[config.mk]
export PLATFORM = sky130hd
export DESIGN_NAME = imm_gen_pipe_flat
export DESIGN_NICKNAME = d
export VERILOG_FILES = /design/src/rtl/imm_gen_pipe_if.sv /design/src/rtl/imm_gen_pipe.sv /design/src/flat_wrapper.sv
export SDC_FILE = /design/constraint.sdc
export NUM_CORES = 1
export LEC_CHECK = 0
export CAP_MARGIN = 20
export CELL_PAD_IN_SITES_DETAIL_PLACEMENT = 0
export CELL_PAD_IN_SITES_GLOBAL_PLACEMENT = 1
export CORE_MARGIN = 10
export CORE_UTILIZATION = 36
export DETAILED_ROUTE_END_ITERATION = 10
export PLACE_DENSITY = 0.82
export SETUP_SLACK_MARGIN = 0.15
export SKIP_LAST_GASP = 1
export SLEW_MARGIN = 10
export SYNTH_ARGS = -nofsm -noshare
export SYNTH_HDL_FRONTEND = slang
export SYNTH_SLANG_ARGS = --single-unit
[constraint.sdc]
create_clock -name clk -period 2 [get_ports clk]
set_clock_uncertainty 0.1 [all_clocks]
set_input_delay 0.3 -clock clk [delete_from_list [all_inputs] [get_ports clk]]
set_output_delay 0.3 -clock clk [all_outputs]
set_load 0.005 [all_outputs]
[src/rtl/imm_gen_pipe_if.sv]
// Request/response bundle for imm_gen_pipe: instruction handshake in,
// immediate handshake out. The master drives requests and consumes results.
`timescale 1ns/1ps
interface imm_gen_pipe_if #(
    parameter int XLEN  = 32,
    parameter int TAG_W = 4
);
    logic             in_valid;
    logic             in_ready;
    logic [31:0]      inst;
    logic [4:0]       sext_ope;
    logic [TAG_W-1:0] in_tag;
    logic             out_valid;
    logic             out_ready;
    logic [XLEN-1:0]  imm;
    logic [TAG_W-1:0] out_tag;
    logic             out_illegal;

    modport master (
        output in_valid, inst, sext_ope, in_tag, out_ready,
        input  in_ready, out_valid, imm, out_tag, out_illegal
    );

    modport slave (
        input  in_valid, inst, sext_ope, in_tag, out_ready,
        output in_ready, out_valid, imm, out_tag, out_illegal
    );
endinterface

[src/rtl/imm_gen_pipe.sv]
// Pipelined immediate generator with a two-entry skid buffer (main + skid).
// Define IMM_GEN_RVC_EN to compile in the compressed CI/CB/CJ decoders.
`timescale 1ns/1ps
module imm_gen_pipe #(
    parameter int XLEN  = 32,
    parameter int TAG_W = 4
) (
    input  logic          clk,
    input  logic          rst,
    imm_gen_pipe_if.slave bus
);
    localparam logic [4:0] IMM_I  = 5'd0;
    localparam logic [4:0] IMM_S  = 5'd1;
    localparam logic [4:0] IMM_B  = 5'd2;
    localparam logic [4:0] IMM_J  = 5'd3;
    localparam logic [4:0] IMM_U  = 5'd4;
`ifdef IMM_GEN_RVC_EN
    localparam logic [4:0] IMM_CI = 5'd5;
    localparam logic [4:0] IMM_CB = 5'd6;
    localparam logic [4:0] IMM_CJ = 5'd7;
`endif

    typedef enum logic [1:0] {EMPTY, ONE, FULL} state_t;

    typedef struct packed {
        logic [XLEN-1:0]  imm;
        logic [TAG_W-1:0] tag;
        logic             illegal;
    } entry_t;

    state_t      state, state_next;
    entry_t      main_q, skid_q, dec;
    logic [31:0] raw;
    logic        accept, deq;
    logic        load_main, main_from_skid, load_skid;

    // Every format is first sign-extended to 32 bits, then widened to XLEN.
    always_comb begin
        raw         = '0;
        dec.illegal = 1'b0;
        unique case (bus.sext_ope)
            IMM_I:  raw = {{20{bus.inst[31]}}, bus.inst[31:20]};
            IMM_S:  raw = {{20{bus.inst[31]}}, bus.inst[31:25], bus.inst[11:7]};
            IMM_B:  raw = {{19{bus.inst[31]}}, bus.inst[31], bus.inst[7],
                           bus.inst[30:25], bus.inst[11:8], 1'b0};
            IMM_J:  raw = {{11{bus.inst[31]}}, bus.inst[31], bus.inst[19:12],
                           bus.inst[20], bus.inst[30:21], 1'b0};
            IMM_U:  raw = {bus.inst[31:12], 12'b0};
`ifdef IMM_GEN_RVC_EN
            IMM_CI: raw = {{26{bus.inst[12]}}, bus.inst[12], bus.inst[6:2]};
            IMM_CB: raw = {{23{bus.inst[12]}}, bus.inst[12], bus.inst[6:5],
                           bus.inst[2], bus.inst[11:10], bus.inst[4:3], 1'b0};
            IMM_CJ: raw = {{20{bus.inst[12]}}, bus.inst[12], bus.inst[8],
                           bus.inst[10:9], bus.inst[6], bus.inst[7], bus.inst[2],
                           bus.inst[11], bus.inst[5:3], 1'b0};
`endif
            default: dec.illegal = 1'b1;
        endcase
        dec.imm       = {XLEN{raw[31]}};
        dec.imm[31:0] = raw;
        dec.tag       = bus.in_tag;
    end

    assign bus.in_ready    = (state != FULL);
    assign bus.out_valid   = (state != EMPTY);
    assign bus.imm         = main_q.imm;
    assign bus.out_tag     = main_q.tag;
    assign bus.out_illegal = main_q.illegal;

    assign accept = bus.in_valid && bus.in_ready;
    assign deq    = bus.out_valid && bus.out_ready;

    always_comb begin
        state_next     = state;
        load_main      = 1'b0;
        main_from_skid = 1'b0;
        load_skid      = 1'b0;
        unique case (state)
            EMPTY: begin
                if (accept) begin
                    state_next = ONE;
                    load_main  = 1'b1;
                end
            end
            ONE: begin
                if (accept && !deq) begin
                    state_next = FULL;
                    load_skid  = 1'b1;
                end else if (accept && deq) begin
                    load_main  = 1'b1;
                end else if (deq) begin
                    state_next = EMPTY;
                end
            end
            FULL: begin
                if (deq) begin
                    state_next     = ONE;
                    main_from_skid = 1'b1;
                end
            end
            default: state_next = EMPTY;
        endcase
    end

    always_ff @(posedge clk) begin
        if (rst) begin
            state  <= EMPTY;
            main_q <= '0;
            skid_q <= '0;
        end else begin
            state <= state_next;
            if (load_main)
                main_q <= dec;
            else if (main_from_skid)
                main_q <= skid_q;
            if (load_skid)
                skid_q <= dec;
        end
    end
endmodule

[src/flat_wrapper.sv]
// flat-port wrapper written by rule: the top's interface ports become plain ports
module imm_gen_pipe_flat 
#(
    parameter int XLEN  = 32,
    parameter int TAG_W = 4
)
  (clk, rst, bus_in_valid, bus_inst, bus_sext_ope, bus_in_tag, bus_out_ready, bus_in_ready, bus_out_valid, bus_imm, bus_out_tag, bus_out_illegal);
  imm_gen_pipe_if #(.XLEN(XLEN), .TAG_W(TAG_W)) bus_i ();
  input  logic clk;
  input  logic rst;
  input wire logic [$bits(bus_i.in_valid)-1:0] bus_in_valid;
  input wire logic [$bits(bus_i.inst)-1:0] bus_inst;
  input wire logic [$bits(bus_i.sext_ope)-1:0] bus_sext_ope;
  input wire logic [$bits(bus_i.in_tag)-1:0] bus_in_tag;
  input wire logic [$bits(bus_i.out_ready)-1:0] bus_out_ready;
  output wire logic [$bits(bus_i.in_ready)-1:0] bus_in_ready;
  output wire logic [$bits(bus_i.out_valid)-1:0] bus_out_valid;
  output wire logic [$bits(bus_i.imm)-1:0] bus_imm;
  output wire logic [$bits(bus_i.out_tag)-1:0] bus_out_tag;
  output wire logic [$bits(bus_i.out_illegal)-1:0] bus_out_illegal;
  assign bus_i.in_valid = bus_in_valid;
  assign bus_i.inst = bus_inst;
  assign bus_i.sext_ope = bus_sext_ope;
  assign bus_i.in_tag = bus_in_tag;
  assign bus_i.out_ready = bus_out_ready;
  assign bus_in_ready = bus_i.in_ready;
  assign bus_out_valid = bus_i.out_valid;
  assign bus_imm = bus_i.imm;
  assign bus_out_tag = bus_i.out_tag;
  assign bus_out_illegal = bus_i.out_illegal;
  imm_gen_pipe #(.XLEN(XLEN), .TAG_W(TAG_W)) u_core (.clk(clk), .rst(rst), .bus(bus_i));
endmodule
## Yosys cells after proc, flatten, opt, wreduce, memory -nomap -nowiden

Index checks and enable logic that the tools add are counted.

- Add/subtract/negate cells: 0
- $mul: 0
- Div/mod/pow operators: 0
- Magnitude comparators: 0
- Equal/unequal tests: 11
- Shift-type cells: 0
- Mux-type cells: 18
- Bitwise operators: 0
- Reduce and logical (&&, ||, !) cells: 11

Operators with widths:

| cell | count |
|---|---|
| $pmux 32 s5 | 1 |
| $mux 37 | 2 |
| $eq 5x2->1 const B | 2 |
| $mux 2 | 5 |
| $mux 1 | 8 |
| $pmux 2 s3 | 1 |
| $eq 5x1->1 const B | 1 |
| $eq 5x3->1 const B | 1 |
| $logic_not 5->1 | 1 |
| $reduce_or 5->1 | 1 |
| $logic_and 1x1->1 | 4 |
| $ne 2x1->1 const B | 2 |
| $reduce_and 4->1 | 1 |
| $reduce_bool 2->1 | 2 |
| $ne 3x1->1 const B | 1 |
| $ne 3x2->1 const B | 1 |
| $eq 2x1->1 const B | 1 |
| $eq 2x2->1 const B | 1 |
| $logic_not 2->1 | 1 |
| $ne 2x2->1 const B | 1 |
| $pmux 1 s2 | 1 |
| $logic_not 1->1 | 1 |

- Bits in registers: 76
- Bits in latches: 0
- Memory bits (writable): 0
- Bits in read-only memories: 0
- Input port bits: 45
- Output and inout bits: 39
- Logic and storage cells: 47
- Memories: 0

## Longest topological paths before layout

- Depth in word-level cells: 7
- Gate-level depth with buffers: 6
- Gate-level depth less buffers: 4

## Worst setup path after synthesis

No wires, ideal clock.

- Kind: input to register
- Start point: input port bus_sext_ope[1]
- End point: register u_core.main_q, in the netlist u_core.bus.imm[31]
- Library setup time: 68 ps
- Arrival: 1497 ps
- Data required time: 1832 ps
- Setup slack: 336 ps
- Stages: 6
- Path buffers: 2
- Cell sequence: buf_4 or2_4 a2111oi_4 buf_6 a22oi_2 a21oi_2

- Word-level cells in the longest chain between the ends: 3
- Elaborated cells between the ends (all ways): 7
- Classes of those cells: 4 x eq/ne; 2 x mux; 1 x reduce/logical

Ends and longest elaborated chain:

| element | line | RTL |
|---|---|---|
| start: declaration | flat_wrapper.sv:13 | `input wire logic [$bits(bus_i.sext_ope)-1:0] bus_sext_ope;` |
| $eq 5x3->1 (tied with other cells) | imm_gen_pipe.sv:41 | `unique case (bus.sext_ope)` |
| $pmux 32 s5 (*) | imm_gen_pipe.sv:41 |  |
| $mux 37 (*) | imm_gen_pipe.sv:112 | `if (load_main)` |
| end signal: assignment | imm_gen_pipe.sv:115 | `main_q <= skid_q;` |
| end: declaration | imm_gen_pipe.sv:32 | `entry_t main_q, skid_q, dec;` |

Mark *: on every way between the ends. The rest lies on a longest branch, timed or not.
A chain may end at the register's enable or synchronous reset.

## Final worst setup path

- Start point: input port bus_sext_ope[4]
- End point: register u_core.skid_q[27] (netlist name)

- Word-level cells in the longest chain between the ends: 2
- Elaborated cells between the ends (all ways): 6
- Classes of those cells: 4 x eq/ne; 1 x mux; 1 x reduce/logical

Ends and longest elaborated chain:

| element | line | RTL |
|---|---|---|
| $eq 5x3->1 (tied with other cells) | imm_gen_pipe.sv:41 |  |
| $pmux 32 s5 (*) | imm_gen_pipe.sv:41 |  |
| end signal: assignment | imm_gen_pipe.sv:109 | `skid_q <= '0;` |
| end signal: assignment | imm_gen_pipe.sv:117 | `skid_q <= dec;` |
| end: declaration | imm_gen_pipe.sv:32 |  |

Marks and branches as above.

==> impl_metrics.csv <==
group,metric,value,unit
global_route,grt_antenna_before_repair,0,
layout,layout-drive-gt1-share,0.1656,
setup_path,worst_ep_arrival_time,1.95,ns
cts,cts.htree.levels,3,
yosys,synth_flop_cell,"sky130_fd_sc_hd__dfxtp_1",
power,vdd_drop_max,437.4,uV
yosys,ys_seq_elements,76,
setup_path,worst_r2r_path_depth,4,
floorplan,std_cell_rows,34,
run,cap_viol_max_count,0,
worst_hold_path,hold_path.startpoint,"bus_out_ready",
cts,clk-insertion-delay-late,0.34,ns
global_route,met3_usage,0.05713,
cts,post_cts.repair.setup_buffers,0,
global_route,first_pass_grt_wire_length,16.07,mm
setup_path,worst-r2r-setup-slack,0.35,ns
yosys,dominant_combinational_cell_family_by_area_after_synthesis,"compound AO/OA/AOI/OAI gates",
global_route,global_route.usage.met2,0.2442,
cts,tritoncts,"yes",
yosys,yosysTopAreaCell,"sky130_fd_sc_hd__dfxtp_1",
sta,worst_pin_slew,0.3623,ns
worst_hold_path,holdPathStages,2,
cts,cts.sinks,76,
setup_path,worst_r2r_startpoint,"u_core.state[1]$_SDFFE_PP0P_",
placement,place.port_buffers,76,
cts,cts-hold-fix-buffers,0,
sta,achievable-frequency,559.1,MHz
sta,hold_viol,0,
setup_path,crit_path_end_kind,"flop",
yosys,synth_top_cells_by_area,"sky130_fd_sc_hd__dfxtp_1 47%, sky130_fd_sc_hd__a22oi_1 6.5%, sky130_fd_sc_hd__nor2_1 6.3%",
yosys,synth_sequential_area_ratio,0.4741,
layout,num_antenna_cells,0,
placement,post-place-ws,-0.1725,ns
yosys,mappedNetlistNets,412,
floorplan,start_util,0.3680,
detailed_routing,post_drt_via_cell_ratio,5.428,
setup_path,critical_path.startpoint_type,"input pin",
yosys,postSynthAreaPerCell,8.745,um2
yosys,synth_warnings,0,
yosys,synth_adder_area_share,0,
sta,period_needed,1.789,ns
power,p_per_area,714.2,mW/mm2
yosys,muxShareOfSynthArea,0.02183,
layout,area_growth,41.44,%
yosys,synth_compound_gate_area_share,0.2581,
detailed_routing,wirelength,9.771,mm
yosys,synth_xor_area_frac,0.002729,
setup_path,worst-endpoint-required,2.16,ns
floorplan,die_area,0.01309,mm2
sta,timing.final.ws_setup,0.2114,ns
cts,cts_root_buf,"sky130_fd_sc_hd__clkbuf_8",
setup_path,path_max_fanout,9,
sta,drv_slew,0,
power,static-leakage-power,1.624,nW
worst_hold_path,holdCritPathClass,"input pin to flop",
global_route,highest_utilization_routing_layer_at_the_global_route_stage,"met2",
yosys,edff_count_synth,0,
yosys,yosys-top-cells-count,"76 x sky130_fd_sc_hd__dfxtp_1, 54 x sky130_fd_sc_hd__nor2_1, 37 x sky130_fd_sc_hd__nand2_1",
sta,final.period_utilization,0.8943,
layout,finalCoreUtilization,0.5205,
placement,place_congestion,0.7909,
floorplan,ios,84,
yosys,synth_top_area_share,0.4741,
yosys,synthDistinctLibCells,42,
global_route,grt_util_met1,0.1828,
yosys,gate_count_after_technology_mapping,367,
detailed_routing,ant_nets,0,
layout,layout.nets,505,
floorplan,chipWidth,114.4,um
yosys,synth.cell_area,0.003209,mm2
sta,slew_headroom,0.7585,
cts,cts_buffer_depth,2,
floorplan,die_height,114.4,um
status,outcome,"finished clean",
cts,cts_bufs_inserted,9,
setup_path,r2r-end,"u_core.bus.imm[4]$_SDFFE_PP0P_",
global_route,number_of_global_route_vias_before_repair,3105,
sta,unrepaired_setup_endpoints_after_global_routing,"yes",
global_route,grt_overflow,0,
sta,setup_viol_count_final,0,
detailed_routing,drt-initial-drc-count,240,
global_route,global_route.usage.total,0.1497,
yosys,async_reset_ff_frac,0,
floorplan,core_area,0.008721,mm2
yosys,yosys.area_share.simple,0.1942,
placement,dp_hpwl,6.976,mm
detailed_routing,route.detailed.wl_per_inst,17.05,um
cts,clk_transition_reported_paths,0.07,ns
detailed_routing,first_pass_iters,5,
global_route,grt_max_degree,45,
yosys,synthMostInstantiatedCell,"sky130_fd_sc_hd__dfxtp_1",
setup_path,criticalPathCategory,"input pin to flop",
detailed_routing,drcViolationCount,0,
detailed_routing,detailroute.via_count,3110,
worst_hold_path,hold_path_end,"u_core.state[1]$_SDFFE_PP0P_",
power by group:
part,switching [W],leakage (nW),internal (W)
Clock,0.000546,0.105,0.000705
Sequential,0.0000213,0.616,0.00155
Combinational,0.000205,0.903,0.000218
Total,0.000772,1.62,0.00247
how the worst max path moves through the flow:
| stage | slack [ns] | end | depth (start not counted) | startpoint |
|---|---|---|---|---|
| 3_5_place_dp | -0.17 | u_core.skid_q[32]$_SDFFE_PP0P_ | 6 | bus_sext_ope[4] |
| 2_1_floorplan | 0.34 | u_core.bus.imm[31]$_SDFFE_PP0P_ | 6 | bus_sext_ope[1] |
| 5_1_grt | 0.14 | u_core.skid_q[20]$_SDFFE_PP0P_ | 6 | bus_sext_ope[4] |
| 4_1_cts | 0.19 | u_core.skid_q[32]$_SDFFE_PP0P_ | 6 | bus_sext_ope[0] |
| 3_3_place_gp | -0.12 | u_core.skid_q[14]$_SDFFE_PP0P_ | 6 | bus_sext_ope[4] |
| 6_report | 0.21 | u_core.skid_q[27]$_SDFFE_PP0P_ | 6 | bus_sext_ope[4] |
cell type report:
class | count | area, um2
timing repair buffer | 111 | 1095
multi-input combinational | 257 | 1555
tap | 108 | 135.1
clock buffer | 12 | 135.1
fill | 849 | 4182
clock inverter | 4 | 73.82
sequential | 76 | 1526
inverter | 5 | 18.77
worst max-delay path: stages:
cell	delay, ns
sky130_fd_sc_hd__clkdlybuf4s50_1	0.48
sky130_fd_sc_hd__or4_4	0.58
sky130_fd_sc_hd__buf_4	0.20
sky130_fd_sc_hd__o21ai_1	0.20
sky130_fd_sc_hd__nor2_1	0.07
sky130_fd_sc_hd__nor3_1	0.13
registers in the layout, summed over array words and instances (netlist names):
name / flops
u_core.bus.imm: 32
u_core.bus.out_illegal: 1
u_core.bus.out_tag: 4
u_core.skid_q: 37
u_core.state: 2
cells in the final DEF (no fill, tap or decap), types with 2 or more instances in the layout:
cell type,count
sky130_fd_sc_hd__o21ai_0,8
sky130_fd_sc_hd__a222oi_1,10
sky130_fd_sc_hd__nor3_1,11
sky130_fd_sc_hd__nor2b_1,2
sky130_fd_sc_hd__a21oi_1,32
sky130_fd_sc_hd__a22o_1,4
sky130_fd_sc_hd__nand2b_1,4
sky130_fd_sc_hd__buf_12,6
sky130_fd_sc_hd__inv_1,5
sky130_fd_sc_hd__o21ai_2,4
sky130_fd_sc_hd__a22oi_2,2
sky130_fd_sc_hd__nand2_1,37
sky130_fd_sc_hd__buf_4,29
sky130_fd_sc_hd__o221a_2,4
sky130_fd_sc_hd__clkbuf_8,9
sky130_fd_sc_hd__or2_2,3
sky130_fd_sc_hd__o21ai_1,7
sky130_fd_sc_hd__a22oi_1,28
sky130_fd_sc_hd__dfxtp_1,74
sky130_fd_sc_hd__mux2i_1,7
sky130_fd_sc_hd__clkbuf_1,3
sky130_fd_sc_hd__nand3b_1,9
sky130_fd_sc_hd__nor2_1,54
sky130_fd_sc_hd__a21oi_2,5
sky130_fd_sc_hd__bufinv_16,2
sky130_fd_sc_hd__clkdlybuf4s50_1,73
sky130_fd_sc_hd__a211oi_1,2
sky130_fd_sc_hd__o22ai_1,8
cell families (layout without fill, tap and decap cells):
| logic type | after synthesis | after routing |
|---|---|---|
| and+or+nand+nor | 132 | 132 |
| AOI/OAI and AO/OA | 117 | 117 |
| DFF | 76 | 76 |
| buffers and inverters | 34 | 132 |
| muxes | 7 | 7 |
| xor gates and xnor gates | 1 | 1 |
routing by layer:
| metal | share of wire | vias up |
|---|---|---|
| li1 | - | 1508 |
| met1 | 0.43 | 1469 |
| met2 | 0.47 | 124 |
| met3 | 0.089 | 9 |
| met4 | 0.0094 | 0 |
| met5 | 0 | - |
what timing repair did:
action,CTS,global route
resized for setup,3,10
gates cloned,0,0
endpoints found under the setup margin,2,21
stage by stage:
stage                     area [um2]  TNS (ns)  instances  hold WS (ns)  power, W
final                           4539         0        573        0.1665  0.003242
after global routing            4539         0        573        0.1632  0.003386
after CTS                       4509         0        573        0.2155  0.003272
after detailed placement        4299    -5.645        557        0.3451  0.002024
after global placement          4299    -3.992        557        0.3365  0.002017
after floorplan                 3209         0        367        0.2785  0.001793
Power figures use the tool's default switching activity.
